**config.mk**
```make
export PLATFORM = sky130hd
export DESIGN_NAME = pht_sched
export DESIGN_NICKNAME = d
export VERILOG_FILES = /design/src/rtl/pht_sched.sv
export SDC_FILE = /design/constraint.sdc
export NUM_CORES = 1
export LEC_CHECK = 0
export ABC_AREA = 1
export BUFFER_PORTS_ARGS = -buffer_cell sky130_fd_sc_hd__buf_2
export CAP_MARGIN = 10
export CORE_AREA = 2 2 76 78
export DETAILED_ROUTE_END_ITERATION = 8
export DIE_AREA = 0 0 78 80
export PLACE_DENSITY = 0.76
export SYNTH_ARGS = -nofsm -noshare
export SYNTH_HDL_FRONTEND = slang
export SYNTH_SLANG_ARGS = --single-unit
```
**constraint.sdc**
```tcl
create_clock -name clk -period 4.75 [get_ports clk]
set_clock_uncertainty 0.15 [all_clocks]
set_input_delay 0.475 -clock clk [delete_from_list [all_inputs] [get_ports clk]]
set_output_delay 0.475 -clock clk [all_outputs]
set_load 0.005 [all_outputs]
```
**src/rtl/pht_sched.sv**
```systemverilog
// Port arbiter, pending-update FIFO and global history for the PHT.
// Define PHT_SCHED_GSHARE_EN for gshare indexing; bimodal otherwise.
module pht_sched #(
    parameter int ADDR_W     = 8,
    parameter int HIST_W     = 8,
    parameter int FIFO_DEPTH = 4,
    parameter int STARVE_MAX = 8
) (
    input  logic              clk,
    input  logic              rst,
    input  logic              lk_valid,
    input  logic [ADDR_W-1:0] lk_pc,
    output logic              lk_ready,
    output logic              pred_valid,
    output logic              pred_taken,
    output logic [ADDR_W-1:0] pred_index,
    input  logic              upd_valid,
    input  logic [ADDR_W-1:0] upd_index,
    input  logic              upd_taken,
    output logic              upd_ready,
    output logic [ADDR_W-1:0] pht_addr,
    output logic              pht_request,
    output logic              pht_result,
    output logic              pht_taken,
    input  logic              pht_prediction,
    output logic [HIST_W-1:0] ghr
);

    localparam int PTR_W = $clog2(FIFO_DEPTH);
    localparam int CNT_W = PTR_W + 1;
    localparam int ST_W  = $clog2(STARVE_MAX + 1);

    typedef enum logic [1:0] {
        SLOT_IDLE,
        SLOT_LOOKUP,
        SLOT_UPDATE
    } slot_e;

    logic [ADDR_W-1:0] fifo_idx [FIFO_DEPTH];
    logic              fifo_tk  [FIFO_DEPTH];
    logic [PTR_W-1:0]  rd_ptr;
    logic [PTR_W-1:0]  wr_ptr;
    logic [CNT_W-1:0]  count;
    logic [ST_W-1:0]   starve;

    logic              full;
    logic              empty;
    logic              starve_hit;
    logic              push;
    logic              pop;
    slot_e             slot;
    logic [ADDR_W-1:0] lk_index;
    logic [ADDR_W-1:0] head_idx;
    logic              head_tk;
    logic [HIST_W-1:0] ghr_shift;

    assign full       = (count == CNT_W'(FIFO_DEPTH));
    assign empty      = (count == '0);
    assign starve_hit = (starve == ST_W'(STARVE_MAX));
    assign head_idx   = fifo_idx[rd_ptr];
    assign head_tk    = fifo_tk[rd_ptr];
    assign ghr_shift  = (ghr << 1) | HIST_W'(upd_taken);

`ifdef PHT_SCHED_GSHARE_EN
    assign lk_index = lk_pc ^ ADDR_W'(ghr);
`else
    assign lk_index = lk_pc;
`endif

    // Training wins when the FIFO is full, the fetch side has hogged the
    // port long enough, or the port would otherwise sit idle.
    always_comb begin
        slot = SLOT_IDLE;
        if (full || (!empty && (starve_hit || !lk_valid))) begin
            slot = SLOT_UPDATE;
        end else if (lk_valid) begin
            slot = SLOT_LOOKUP;
        end
    end

    assign lk_ready  = (slot != SLOT_UPDATE);
    assign upd_ready = !full;
    assign push      = upd_valid && !full;
    assign pop       = (slot == SLOT_UPDATE);

    always_comb begin
        pht_addr    = '0;
        pht_request = 1'b0;
        pht_result  = 1'b0;
        pht_taken   = 1'b0;
        if (!rst) begin
            unique case (slot)
                SLOT_LOOKUP: begin
                    pht_addr    = lk_index;
                    pht_request = 1'b1;
                end
                SLOT_UPDATE: begin
                    pht_addr   = head_idx;
                    pht_result = 1'b1;
                    pht_taken  = head_tk;
                end
                default: begin
                end
            endcase
        end
    end

    always_ff @(posedge clk) begin
        if (push && !rst) begin
            fifo_idx[wr_ptr] <= upd_index;
            fifo_tk[wr_ptr]  <= upd_taken;
        end
    end

    always_ff @(posedge clk or posedge rst) begin
        if (rst) begin
            rd_ptr <= '0;
            wr_ptr <= '0;
            count  <= '0;
            ghr    <= '0;
        end else begin
            if (push) begin
                wr_ptr <= wr_ptr + PTR_W'(1);
                ghr    <= ghr_shift;
            end
            if (pop) begin
                rd_ptr <= rd_ptr + PTR_W'(1);
            end
            count <= count + CNT_W'(push) - CNT_W'(pop);
        end
    end

    always_ff @(posedge clk or posedge rst) begin
        if (rst) begin
            starve <= '0;
        end else if (pop || empty) begin
            starve <= '0;
        end else if (slot == SLOT_LOOKUP && !starve_hit) begin
            starve <= starve + ST_W'(1);
        end
    end

    always_ff @(posedge clk or posedge rst) begin
        if (rst) begin
            pred_valid <= 1'b0;
            pred_taken <= 1'b0;
            pred_index <= '0;
        end else if (slot == SLOT_LOOKUP) begin
            pred_valid <= 1'b1;
            pred_taken <= pht_prediction;
            pred_index <= lk_index;
        end else begin
            pred_valid <= 1'b0;
        end
    end

`ifndef SYNTHESIS
    a_no_train_empty: assert property (
        @(posedge clk) disable iff (rst) pht_result |-> !empty);
    a_count_range: assert property (
        @(posedge clk) disable iff (rst) count <= CNT_W'(FIFO_DEPTH));
    a_one_strobe: assert property (
        @(posedge clk) disable iff (rst) !(pht_request && pht_result));
`endif

endmodule

```
-- Word level (Yosys, flattened, before mapping)
Memory sizes are Yosys's and may differ from the RTL's.
Cells that the tools add are included.
- flip-flop bits (word level): 29
- bits in latches: 0
- memory bits (writable): 36
- ROM bits: 0
- input bits: 22
- output and inout port bits: 31
- memories kept: 2
- add/sub/neg operators: 5
- multipliers: 0
- divide/modulo/power cells: 0
- order comparisons: 0
- eq/ne operators: 5
- shift operators: 0
- multiplexer cells: 14
- bitwise operators: 1
- reduce and logical (&&, ||, !) cells: 14
- memories (memory ; depth ; bits a word ; read ports ; clocked after Yosys merged registers in ; wr ports ; RTL line ; text):
    fifo_idx ; 4 ; 8 ; 1 ; 0 ; 1 ; 39 ; logic [ADDR_W-1:0] fifo_idx [FIFO_DEPTH];
    fifo_tk ; 4 ; 1 ; 1 ; 0 ; 1 ; 40 ; logic fifo_tk [FIFO_DEPTH];
- operators with widths (kind ; count):
    $pmux W8 S2 ; 1
    $mux W1 ; 9
    $mux W4 ; 2
    $mux W8 ; 1
    $or A8 B1 Y8 ; 1
    $logic_not A1 Y1 ; 5
    $add A2 B1 Y2 const B ; 2
    $add A4 B1 Y4 const B ; 1
    $eq A4 B4 Y1 const B ; 1
    $logic_and A1 B1 Y1 ; 4
    $add A3 B1 Y3 ; 1
    $eq A3 B3 Y1 const B ; 1
    $logic_not A3 Y1 ; 1
    $logic_or A1 B1 Y1 ; 3
    $sub A3 B1 Y3 ; 1
    $eq A2 B1 Y1 const B ; 1
    $eq A2 B2 Y1 const B ; 1
    $mux W2 ; 1
    $ne A2 B2 Y1 const B ; 1
    $reduce_bool A2 Y1 ; 1

-- Longest topological paths before layout
- word-level depth: 9
- depth in mapped cells: 12
- depth with buffers taken out: 11

-- Worst setup path after synthesis
No wires, ideal clock.
- kind: input to output
- start point: input port rst
- end point: output port pht_addr[2]
- arrival time: 1.706 ns
- required time: 4.125 ns
- slack: 2.419 ns
- stages on the path: 3
- cell sequence: clkinv_1 nand4_1 o21ai_1
- cells in the longest elaborated chain, start to end: 1
- ends and longest elaborated chain (item ; RTL line ; text):
    from (decl) ; 10 ; input logic rst,
    $mux W8 ; 91 ; if (!rst) begin
    to (decl) ; 21 ; output logic [ADDR_W-1:0] pht_addr,
No other way between the ends.

-- Final worst setup path
- start point: register rd_ptr[0]
- end point: output port pht_addr[1]
- cells in the longest elaborated chain, start to end: 3
- ends and longest elaborated chain (item ; RTL line ; text):
    from (decl) ; 41 ; logic [PTR_W-1:0] rd_ptr;
    from (signal assigned) ; 127 ; rd_ptr <= rd_ptr + PTR_W'(1);
    $mem_v2 Z4 W8 ; -- ;
    $pmux W8 S2 ; 92 ; unique case (slot)
    $mux W8 ; 91 ;
No other way between the ends.

==> metrics.md <==
| Metric | Value |
|---|---|
| Total setup violations reported at the end of the flow | 0 |
| First-pass GRT wire length | just under 9000 um |
| Placement row count | 27 |
| Gates resized, CTS repair | 0 |
| Clock insertion delay at the later pin of the skew report | 340 ps |
| Ranking of synthesized cells by instance count | 54 x nand2_1, 36 x edfxtp_1, 32 x nor2_1 |
| Logic pwr share | 0.346 |
| Number of buffers added to fix hold violations after cts | 0 |
| Gate Count Post-Synth | around 270 |
| Leakage power | 1.50 nW |
| Switching fraction of total power | 0.375 |
| H-tree depth | 3 |
| Multi-input gate area in the final layout | 877 um2 |
| Net count after synthesis | 296 |
| Worst slack after detailed placement | between 2000 and 2500 ps |
| Sequential area share after synthesis | 0.628 |
| P&R area growth vs syn | 15.1% |
| Power dissipated by switching net loads | 0.708 mW |
| Post-route worst setup slack | roughly 2000 ps |
| Slew Limit Headroom | 0.474 |
| Part of the cycle the worst path needs | 0.591 |
| Peak clock frequency supported by timing | 0.356 GHz |
| Largest delay contributor family on the critical path | flip-flops |
| Most common cell in the netlist | nand2_1 |
| Class of the most critical setup path | reg2out |
| Count of final max-slew check failures | 0 |
| Pint | 1.18 mW |
| Global placement routability congestion | 0.733 |
| Fraction of layout cells with a size suffix above 1 | 0.252 |
| Wire length reported by the detailed router | ~5300 um |
| Number of inserted diodes | 0 |
| Maximum number of pins on one net before global-route repair | 24 |
| Final period demand of the worst path | 2810 ps |
| RSZ-0062 raised after global routing | no |
| Area of the die | approximately 6200 um2 |
| Distinct cell type count after synthesis | 28 |
| Actual slew at the worst max-slew pin | around 790 ps |
| Path type of the worst min-delay path | in2async |
| Effective utilization at floorplan | 0.532 |
| Synth area leaders | edfxtp_1 38%, dfrtp_1 25%, nand2_1 7.0% |
| Clock tree buffer depth | 2 |
| Post CTS Setup Buffer Count | 0 |
| Cell taking the most area after synthesis | edfxtp_1 |
| Placed standard-cell area | between 3000 and 4000 um2 |
| Avg Synthesized Cell Area | 10.8 um2 |
| Via count normalized by instance count | 5.00 |
| Critical path capture point type | output port |
| Total power density per cell area | 569 nW/um2 |
| Crit path launch type | flip-flop |
| Setup TNS Final | 0 ps |
| Global route overflow | 0 |
| Clock root buffer master | clkbuf_8 |
| GRT Overall Usage | 0.191 |
| Max stage delay on crit path | 750 ps |
| Combined flip-flop and latch cell area | 1810 um2 |
| Routed via count | 1989 |
| Required @ worst endpoint | 4120 ps |
| Finished Core Util | 0.613 |
| Fraction of synthesis flops using an asynchronous set or reset pin | 0.446 |
| CTS sink cnt | 65 |
| Max Cap Violations | 0 |
| Die Span X | 78 um |
| Number of enable flip-flop cells after synthesis | 36 |
| Clock buffer count from CTS | 9 |
| Hold_ws | 99.3 ps |
| Proportion of netlist area held by the largest area contributor | 0.376 |
| Avg WL per Cell | between 10 and 15 um |
| Dominant register cell in the synthesized netlist | edfxtp_1 |
| Total power draw | 1.89 mW |
| Crit Path Max Fanout | 22 |
| HPWL reported at the end of detailed placement | 3700 um |
| Crit path max-delay cell type | dfrtp_1 |
| Reg clk slew, reported paths | 60 ps |
| Result of the run | finished, final reports clean |
| Filler cell count | ~460 |
| Area of the core region | 5410 um2 |
| I/O pin count | 53 |
| Residual antenna-violating net count after detailed routing | 0 |
| Final Instance Area | 3310 um2 |
| Sequential share of power | 0.451 |
| Worst supply voltage drop on vdd | ~0.25 mV |
| Number of nets at the end of the flow | 351 |
| IO buf count | between 50 and 60 |
| Clock tree from TritonCTS | done |
| First-pass iteration count of the detailed router | 4 |
| Number of placed instances with taps included | between 300 and 400 |
| Bufs and invs on worst path | 2 |
| Portion of total power attributed to the clock network | 0.203 |
| Finished Layout Cells | 398 |
| Post-detailed-route DRC marker count | 0 |
| Cells along the critical path | inv_2, o21ai_0, nand2_1, nand3_1, o21ai_1, buf_2 |
| Antenna violations before repair | 0 |
| Data arrival, critical path | between 2000 and 2500 ps |
| Warnings, synthesis | 0 |
| Number of synthesized register bits | 65 |
| Initial drt markers | 170 |
| Cell area after technology mapping | 2880 um2 |
| Number of global-route vias before repair | 1838 |
| Overall die height | approximately 80 um |
| Count of final hold-check violations | 0 |
[logic make-up (layout without fill, tap and decap cells)]
logic type | after synthesis | after routing | share of synthesized area
DFF | 65 | 65 | 0.628
buffers and inverters | 38 | 98 | 0.0674
xor gates and xnor gates | 7 | 7 | 0.0265
AOI/OAI and AO/OA | 38 | 38 | 0.0700
and+or+nand+nor | 110 | 110 | 0.171
adders and majority gates | 8 | 8 | 0.0374
[worst reg2reg max path, cell delays in order (launching register included)]
cell and delay, ps:
dfrtp_1 420, nor2_2 70, nand2_2 240, nand2_2 200, inv_2 250, nand2_1 150
nor2_1 640
[layer usage]
metal / vias to the layer above / GRT usage / part of all wire
met2: 53 / 0.279 / 0.45
met3: 11 / 0.0419 / 0.046
met1: 938 / 0.269 / 0.48
met4: 0 / 0.100 / 0.021
met5: - / 0 / 0
li1: 987 / - / -
[cells in the final DEF, fill, tap and decap left out]
master / instances
nand2_4: 2
a21oi_2: 1
nor2_1: 32
buf_4: 1
edfxtp_1: 36
o21ai_1: 12
dfrtp_1: 29
nor2_2: 2
o21ai_0: 19
fa_1: 1
nand3_2: 1
clkbuf_1: 1
nand3_1: 7
clkinv_2: 1
o211ai_1: 3
xor2_2: 2
clkinvlp_4: 3
clkbuf_8: 9
nand2_8: 1
nand2_1: 54
inv_1: 24
a21oi_1: 3
inv_2: 4
xor2_1: 2
clkinv_1: 3
xnor2_1: 3
ha_1: 7
nand2_2: 3
nand4_1: 8
buf_2: 52
[power groups by stage]
stage          sequential [mW]  combinational (mW)  clock, mW
3_3_place_gp             0.858               0.639          0
2_1_floorplan            0.824               0.507          0
3_5_place_dp             0.863               0.656          0
6_report                 0.850               0.653      0.384
5_1_grt                  0.875               0.746      0.420
4_1_cts                  0.852               0.659      0.395
[flip-flops by register name (all words and copies together), names as in the netlist]
signal	cells
count	3
fifo_idx	32
fifo_tk	4
ghr	8
pred_index	8
pred_taken	1
pred_valid	1
rd_ptr	2
starve	4
wr_ptr	2
[final cells by class]
type,instances,share of cell area
clock inverters,6,0.0106
flip-flops and latches,65,0.545
multi-input cells,163,0.265
repair buffers,53,0.0808
clock buffers,10,0.0385
well taps,72,0.0272
inverters,29,0.0329
[worst paths after layout]
check                                  to  depth (start not counted)  slack (ps)           start
hold reg to reg             pred_index[2]                          2         320   pred_index[2]
setup reg to reg           fifo_idx[2][4]                          6        2250        count[1]
hold / removal              pred_index[4]                          2         100             rst
min in group clk               pred_taken                          3         200  pht_prediction
setup / recovery              pht_addr[1]                          6        1940       rd_ptr[0]
max in group asynchronous       starve[3]                          3        3730             rst
(Power assumes the default switching activity.)
